==> config.mk <==
export PLATFORM = sky130hd
export DESIGN_NAME = uart_rx
export DESIGN_NICKNAME = d
export VERILOG_FILES = /design/src/rtl/uart_pkg.sv /design/src/rtl/uart_rx_sync.sv /design/src/rtl/uart_rx.sv
export SDC_FILE = /design/constraint.sdc
export NUM_CORES = 1
export LEC_CHECK = 0
export BUFFER_PORTS_ARGS = -buffer_cell sky130_fd_sc_hd__buf_2
export CAP_MARGIN = 0
export CORE_MARGIN = 2
export CORE_UTILIZATION = 51
export CTS_CLUSTER_DIAMETER = 100
export DETAILED_ROUTE_END_ITERATION = 12
export PLACE_DENSITY = 0.75
export SETUP_SLACK_MARGIN = 0.2
export SYNTH_ARGS = -nofsm -noshare
export SYNTH_HDL_FRONTEND = slang
export SYNTH_SLANG_ARGS = --single-unit
==> constraint.sdc <==
create_clock -name sys_clk_i -period 1.6 [get_ports sys_clk_i]
set_input_delay 0.32 -clock sys_clk_i [delete_from_list [all_inputs] [get_ports sys_clk_i]]
set_output_delay 0.32 -clock sys_clk_i [all_outputs]
set_load 0.05 [all_outputs]
==> src/rtl/uart_pkg.sv <==
// uart_pkg: shared receiver state type and baud-rate helpers
package uart_pkg;
  typedef enum logic [2:0] {IDLE, START, DATA, STOP, BREAK} state_t;
  localparam int CLK_HZ = 12000000;
  localparam int BAUD = 115200;
  function automatic int clks_per_bit(input int clk_hz, input int baud);
    return (clk_hz + baud / 2) / baud;
  endfunction
endpackage

==> src/rtl/uart_rx_sync.sv <==
// uart_rx_sync: two-flop line synchronizer plus 3-sample majority vote, idle-high reset
module uart_rx_sync (
  input  logic clk,
  input  logic rst_n,
  input  logic rx,
  output logic rx_s,
  output logic vote
);
  logic meta;
  logic [2:0] hist;
  always_ff @(posedge clk or negedge rst_n)
    if (!rst_n) begin
      meta <= 1'b1;
      rx_s <= 1'b1;
      hist <= '1;
    end else begin
      meta <= rx;
      rx_s <= meta;
      hist <= {hist[1:0], rx_s};
    end
  assign vote = (hist[0] & hist[1]) | (hist[1] & hist[2]) | (hist[0] & hist[2]);
endmodule

==> src/rtl/uart_rx.sv <==
// uart_rx: 8N1 receiver with mid-bit vote, stop check and one-deep valid/ack holding register
module uart_rx
  import uart_pkg::*;
#(
  parameter int CLKS_PER_BIT = clks_per_bit(CLK_HZ, BAUD)
) (
  input  logic       sys_clk_i,
  input  logic       sys_rst_n_i,
  input  logic       uart_rx_i,
  output logic [7:0] uart_dat_o,
  output logic       uart_valid_o,
  input  logic       uart_ack_i,
  output logic       uart_busy_o,
  output logic       uart_frame_err_o,
  output logic       uart_overrun_o
);
  localparam int HALF = CLKS_PER_BIT / 2;
  localparam int CW = $clog2(CLKS_PER_BIT);
  localparam logic [CW-1:0] LAST = CW'(CLKS_PER_BIT - 1);
  localparam logic [CW-1:0] MID = CW'(HALF);
  state_t state, state_n;
  logic [CW-1:0] cnt, cnt_n;
  logic [2:0] idx, idx_n;
  logic [7:0] sh, sh_n;
  logic rx_s, vote, deliver, ferr;
  uart_rx_sync u_sync (
    .clk  (sys_clk_i),
    .rst_n(sys_rst_n_i),
    .rx   (uart_rx_i),
    .rx_s (rx_s),
    .vote (vote)
  );
  always_ff @(posedge sys_clk_i or negedge sys_rst_n_i)
    if (!sys_rst_n_i) begin
      state <= IDLE;
      cnt <= '0;
      idx <= '0;
      sh <= '0;
      uart_dat_o <= '0;
      uart_valid_o <= 1'b0;
      uart_frame_err_o <= 1'b0;
      uart_overrun_o <= 1'b0;
    end else begin
      state <= state_n;
      cnt <= cnt_n;
      idx <= idx_n;
      sh <= sh_n;
      uart_frame_err_o <= ferr;
      uart_overrun_o <= deliver && uart_valid_o && !uart_ack_i;
      uart_valid_o <= deliver || (uart_valid_o && !uart_ack_i);
      if (deliver && (!uart_valid_o || uart_ack_i)) uart_dat_o <= sh;
    end
  always_comb begin
    state_n = state;
    cnt_n = (cnt == LAST) ? '0 : cnt + 1'b1;
    idx_n = idx;
    sh_n = sh;
    deliver = 1'b0;
    ferr = 1'b0;
    case (state)
      IDLE: begin
        cnt_n = '0;
        state_n = rx_s ? IDLE : START;
      end
      START:
        if (cnt == MID && vote) state_n = IDLE;
        else if (cnt == LAST) begin
          state_n = DATA;
          idx_n = '0;
        end
      DATA: begin
        if (cnt == MID) sh_n = {vote, sh[7:1]};
        if (cnt == LAST) begin
          idx_n = idx + 3'd1;
          state_n = (idx == 3'd7) ? STOP : DATA;
        end
      end
      STOP:
        if (cnt == MID) begin
          deliver = vote;
          ferr = !vote;
          state_n = vote ? IDLE : BREAK;
        end
      BREAK: begin
        cnt_n = '0;
        state_n = rx_s ? IDLE : BREAK;
      end
      default: state_n = IDLE;
    endcase
  end
  assign uart_busy_o = state != IDLE;
endmodule

### Word-level counts from Yosys, hierarchy flattened

Index checks and enable logic that the tools add are counted.

* $add $sub $neg: 2
* eq/ne operators: 12
* mux-type cells: 19
* bitwise logic cells: 5
* reduce and logical (&&, ||, !) cells: 17

Operators with widths (count)
* two-way mux 3 bit: 9
* one-hot mux 3 bit (5 select lines): 1
* two-way mux 7 bit: 2
* != test 2 bit, second input constant: 4
* adder 7 x 1 -> 7 bit, second input constant: 1
* equality test 7 x 6 -> 1 bit, second input constant: 1
* equality test 7 bit, second input constant: 1
* equality test 3 x 2 -> 1 bit, second input constant: 2
* equality test 3 bit, second input constant: 2
* two-way mux 1 bit: 6
* one-hot mux 3 bit (2 select lines): 1
* logical AND 1 bit: 5
* AND reduction 4 bit: 1
* adder 3 x 1 -> 3 bit, second input constant: 1
* AND 1 bit: 3
* equality test 3 x 1 -> 1 bit, second input constant: 1
* zero test 1 bit: 3
* zero test 3 bit: 1
* != test 3 bit, second input constant: 1
* AND reduction 3 bit: 1
* nonzero test 3 bit: 1
* logical OR 1 bit: 2
* bitwise OR 1 bit: 2
* AND reduction 2 bit: 1
* other kinds (2): 2

* register bits after elaboration: 37
* bits of input ports: 4
* output and inout port bits: 12
* logic and storage cells: 66

### Logic depth before layout (Yosys ltp)

* depth in word-level cells: 7
* depth in mapped cells: 7
* mapped depth without buffers: 6

### Modules after synthesis

A second synthesis with hierarchy kept.

* cell total of the unflattened synthesis: 123
* area total of the unflattened synthesis: 1632.8 sq um

By module, submodules not included
* uart_rx: instances 1, cells an instance 117, area an instance 1490.2 sq um, sequential area each 800.8 sq um
* uart_rx_sync: instances 1, cells an instance 6, area an instance 142.6 sq um, sequential area each 131.4 sq um

### Worst setup path after synthesis

Ideal clock, no wire load.

* path type: register to register
* start: register cnt[0]
* end: register idx[0]
* setup time: 125 ps
* arrival: 1665 ps
* required time: 1475 ps
* slack: -190 ps
* stages on the path, launching flop included: 6
* buffers on the path: 0
* clock period less this slack: 1790 ps
* cells stage by stage: dfrtp_1 ha_1 nand3_2 or3_1 or3_4 mux2_4

* word-level cells in the longest chain between the ends: 4
* elaborated cells between the ends (all ways): 7
* classes of those cells: eq/ne: 5; reduce/logical: 2

Ends and longest elaborated chain
* start: declaration: line uart_rx.sv:22 `logic [CW-1:0] cnt, cnt_n;`
* start signal: assignment: line uart_rx.sv:45 `cnt <= cnt_n;`
* equality test 7 x 6 -> 1 bit: line uart_rx.sv:66 `if (cnt == MID && vote) state_n = IDLE;`
* logical AND 1 bit: line uart_rx.sv:66
* != test 2 bit (no source line)
* AND reduction 4 bit (no source line) *
* end signal: assignment: line uart_rx.sv:46 `idx <= idx_n;`
* end: declaration: line uart_rx.sv:23 `logic [2:0] idx, idx_n;`

Every way passes the cells marked *; elsewhere a longest branch is shown, timed or not.
A chain may end at the register's enable or synchronous reset.

### Worst setup path in the final report

* start: register cnt[0]
* end: register uart_dat_o[5]

* word-level cells in the longest chain between the ends: 4

Ends and longest elaborated chain
* equality test 7 x 6 -> 1 bit: line uart_rx.sv:79 `if (cnt == MID) begin`
* two-way mux 1 bit: line uart_rx.sv:79
* two-way mux 1 bit: line uart_rx.sv:60 `case (state)`
* logical AND 1 bit: line uart_rx.sv:51 `if (deliver && (!uart_valid_o || uart_ack_i)) uart_dat_o <= sh;`
* end signal: assignment: line uart_rx.sv:51
* end: declaration: line uart_rx.sv:10 `output logic [7:0] uart_dat_o,`

No other way between the ends.

==> summary.log <==
qor: floorplan.rows 20
qor: yosys.post-synth-top-area-fraction 51.4%
qor: floorplan.num_io_pins 16
qor: pwr.power_leakage 0.993 nW
qor: yosys.yosys-top-cells-area sky130_fd_sc_hd__dfrtp_1 (51%), sky130_fd_sc_hd__mux2_2 (12%), sky130_fd_sc_hd__dfstp_2 (8.4%)
qor: yosys.postSynthCellCount 122
qor: setup_path.crit_chain inv_1 -> ha_1 -> nand4bb_1 -> nor3_2 -> and3_4 -> buf_12 -> mux2_4
qor: routing.routed_via_density 5.28
qor: yosys.number_of_unique_standard_cell_types_used_by_synthesis 33
qor: run.cap_viol_max_count 0
qor: routing.route.vias.total 1041
qor: timing.finalWorstPathRequiredPeriod 1.71 ns
qor: cts.clk_pin_slew_worst_paths 0.11 ns
qor: finish.antenna_cells_inserted 0
qor: setup_path.critical_path_peak_fanout 8
qor: timing.clock.fmax 0.584 GHz
qor: timing.normalized_max_slew_margin 83.8%
qor: timing.finalSetupViolCount 12
qor: finish.postLayoutCoreUtil 69.5%
qor: yosys.post-synth-top-count-cell sky130_fd_sc_hd__dfrtp_1
qor: finish.finalNetCount 171
qor: cts.clk_path_buf_depth 2
qor: yosys.syn_nets 130
qor: cts.numCtsBuffers 5
qor: setup_path.required 1.84 ns
qor: placed_design.place.gp.congestion 0.803
qor: routing.dr_drc_count 0
qor: global_route.grt_first_pass_wirelength 4.62 mm
qor: yosys.post_synth_xor_area_fraction 2.81%
qor: floorplan.design.die.area 3510 µm²
qor: routing.wl_per_cell 14.5 µm
qor: routing.detail_route.iter0.violations 29
qor: setup_path.path_class reg -> reg
qor: setup_path.critical_path_arrival 1.95 ns
qor: placed_design.dp_hpwl 2.01 mm
qor: routing.number_of_nets_with_antenna_violations_after_routing 0
qor: pwr.max-vdd-ir-drop 0.548 mV
qor: pwr.power_density 805 nW/µm²
qor: finish.post_route_cells_drive_above_1_share 49.4%
qor: floorplan.floorplan.die.width 59.3 µm
qor: timing.finalHoldViolCount 0
qor: cts.tritoncts done
qor: routing.drt_first_pass_iters 4
qor: global_route.antenna_found_initial 0
qor: status.failing_checks setup timing
qor: yosys.number_of_flops_mapped_to_enable_cells_by_yosys 0
qor: timing.layout_worst_path_cycle_share 107%
qor: status.run_status finished, violations left
qor: timing.rsz_0062_raised_after_global_routing true
qor: floorplan.core_area 2980 µm²
qor: setup_path.critical_path.endpoint_type register
qor: yosys.yosysWarnings 0
qor: floorplan.effective_utilization_at_floorplan 52.3%
qor: yosys.yosys-top-cells-count sky130_fd_sc_hd__dfrtp_1 (32), sky130_fd_sc_hd__mux2_2 (16), sky130_fd_sc_hd__nor2_1 (8), sky130_fd_sc_hd__nor3_1 (8), sky130_fd_sc_hd__dfstp_2 (5)
qor: min_path.worstHoldPathType in -> reg
qor: global_route.first_global_vias 1052
qor: cts.clock_sinks 37
qor: yosys.synth_top_family_by_area simple AND/OR/NAND/NOR gates
qor: yosys.yosysTopAreaCell sky130_fd_sc_hd__dfrtp_1
qor: yosys.synthesized_area_per_cell 12.8 µm²
qor: yosys.synth_compound_gate_area_share 4.18%
qor: yosys.synth-seq-area-share 59.8%
qor: global_route.global_route.overflow_total 0
qor: yosys.synth-simple-area-share 15.2%
qor: setup_path.critical-path-slowest-cell sky130_fd_sc_hd__dfrtp_1
qor: timing.finalWorstSetupSlack -0.113 ns
qor: global_route.global_routing_usage_summed_across_all_routing_layers 18.3%
qor: yosys.syn_area 1560 µm²
qor: timing.tightestPinTransition 0.242 ns
qor: cts.cts_max_level 2
qor: timing.final.setup.tns -1.17 ns
qor: setup_path.cp-start-kind register
qor: cts.ctsRootBufferMaster sky130_fd_sc_hd__clkbuf_4
qor: global_route.grt_start_max_net_pins 38
qor: finish.syn2layout_area_growth 32.9%
qor: routing.totalWireLength 2.86 mm
qor: floorplan.fp.dieH 59.3 µm
qor: timing.worst_clock_skew 0.0168 ns
qor: yosys.dominantRegCellSynth sky130_fd_sc_hd__dfrtp_1
qor: timing.timing_max_transition_violations_final 0
qor: placed_design.number_of_buffers_inserted_by_port_buffering 15
qor: yosys.synthArstFlopShare 100%
qor: finish.layout.filler_cells 220
qor: yosys.synth.ff_latch_count 37
qor: yosys.synth_adder_area_share 3.86%
qor: setup_path.slowest_delay 0.44 ns
qor: yosys.synth.area.mux_share 12.5%
qor: cts.worst_skew_pair.late_latency 0.34 ns
==> power breakdown <==
part | internal (mW) | leakage, nW | switching, mW
combinational | 0.0149 | 0.463 | 0.0246
sequential | 0.946 | 0.485 | 0.00335
clock | 0.371 | 0.0445 | 0.306
total | 1.33 | 0.993 | 0.334
==> state kept, by name (all words and copies together), names as in the netlist <==
signal	flops
sh	8
uart_dat_o	8
cnt	7
idx	3
state	3
u_sync.hist	3
u_sync.meta	1
u_sync.rx_s	1
uart_frame_err_o	1
uart_overrun_o	1
uart_valid_o	1
==> critical path, delay by kind of cell, from the launching register on <==
family / cells / cell delay [ns]
adders and majority gates: 1 / 0.15
buffers and inverters: 2 / 0.21
DFF: 1 / 0.44
muxes: 1 / 0.30
and+or+nand+nor: 3 / 0.53
==> cells by family after synthesis <==
| group | Yosys count |
|---|---|
| compound gates | 10 |
| mux | 17 |
| flops | 37 |
| fa+ha+maj | 5 |
| buf+inv | 6 |
| simple gates | 42 |
| xor+xnor | 5 |
==> final timing paths <==
kind / depth (start not counted) / from / slack [ns] / endpoint
worst max-delay path: 7 / cnt[0]$_DFF_PN0_ / -0.11 / uart_dat_o[5]$_DFFE_PN0P_
worst min-delay path: 1 / uart_rx_i / 0.08 / u_sync.meta$_DFF_PN1_
worst max register to register: 7 / cnt[0]$_DFF_PN0_ / -0.11 / uart_dat_o[5]$_DFFE_PN0P_
worst min register to register: 0 / u_sync.hist[0]$_DFF_PN1_ / 0.35 / u_sync.hist[1]$_DFF_PN1_
max in group asynchronous: 3 / sys_rst_n_i / 0.87 / u_sync.hist[0]$_DFF_PN1_
min in group asynchronous: 3 / sys_rst_n_i / 0.46 / uart_dat_o[1]$_DFFE_PN0P_
==> placed cells by master (no fill, tap or decap), types with 2 or more instances in the layout <==
cell,n
sky130_fd_sc_hd__buf_6,2
sky130_fd_sc_hd__or3_4,3
sky130_fd_sc_hd__nor3_2,2
sky130_fd_sc_hd__mux2_4,9
sky130_fd_sc_hd__a21oi_1,2
sky130_fd_sc_hd__clkbuf_4,5
sky130_fd_sc_hd__xor2_1,2
sky130_fd_sc_hd__nor2_1,7
sky130_fd_sc_hd__nor2b_1,4
sky130_fd_sc_hd__ha_1,3
sky130_fd_sc_hd__xnor2_1,3
sky130_fd_sc_hd__o21ai_0,3
sky130_fd_sc_hd__nand2_1,4
sky130_fd_sc_hd__inv_1,2
sky130_fd_sc_hd__buf_2,14
sky130_fd_sc_hd__nand3b_1,2
sky130_fd_sc_hd__dfrtp_1,32
sky130_fd_sc_hd__mux2_2,8
sky130_fd_sc_hd__nor3_1,5
sky130_fd_sc_hd__nand3_1,2
sky130_fd_sc_hd__a22o_1,2
sky130_fd_sc_hd__nand2b_1,2
sky130_fd_sc_hd__buf_12,2
sky130_fd_sc_hd__buf_4,18
sky130_fd_sc_hd__dfstp_2,5
==> routing by layer <==
layer | track usage (%) | up-vias | wire length [µm]
met2 | 32.5 | 22 | 1520
li1 | - | 511 | -
met5 | 0 | - | 0
met4 | 6.82 | 0 | 52
met3 | 6.11 | 7 | 108
met1 | 20.1 | 501 | 1180
==> area by class of cell <==
type                            instances  area, µm²  area share (%)
Clock buffer                            6       51.3            2.48
Sequential cell                        37        932            45.0
Tap cell                               33       41.3            1.99
Timing Repair Buffer                   38        293            14.1
Clock inverter                          2       37.5            1.81
Inverter                                2       7.51           0.363
Multi-Input combinational cell         79        708            34.2
==> per-stage QoR <==
stage               std cells  cell area [µm²]  worst slack, ns  hold slack, ns  power (mW)
floorplan                 122             1620          -0.0597          0.0244       0.973
global placement          185             1880          -0.0929           0.294        1.00
detailed placement        185             1880           -0.146           0.296        1.01
CTS                       196             2060           -0.154          0.0638        1.69
global route              197             2070           -0.219          0.0582        1.72
finish                    197             2070           -0.113          0.0830        1.67
==> repair_timing <==
| action | 4_1_cts | 5_1_grt |
|---|---|---|
| buffers inserted | 2 | 1 |
| endpoints found under the hold margin | 32 | 0 |
| resized for setup | 14 | 1 |
| pin swaps | 8 | 2 |
| hold buffers | 1 | 0 |
| setup endpoints to repair | 27 | 27 |
Note: power is estimated with default switching activity, not from simulation.
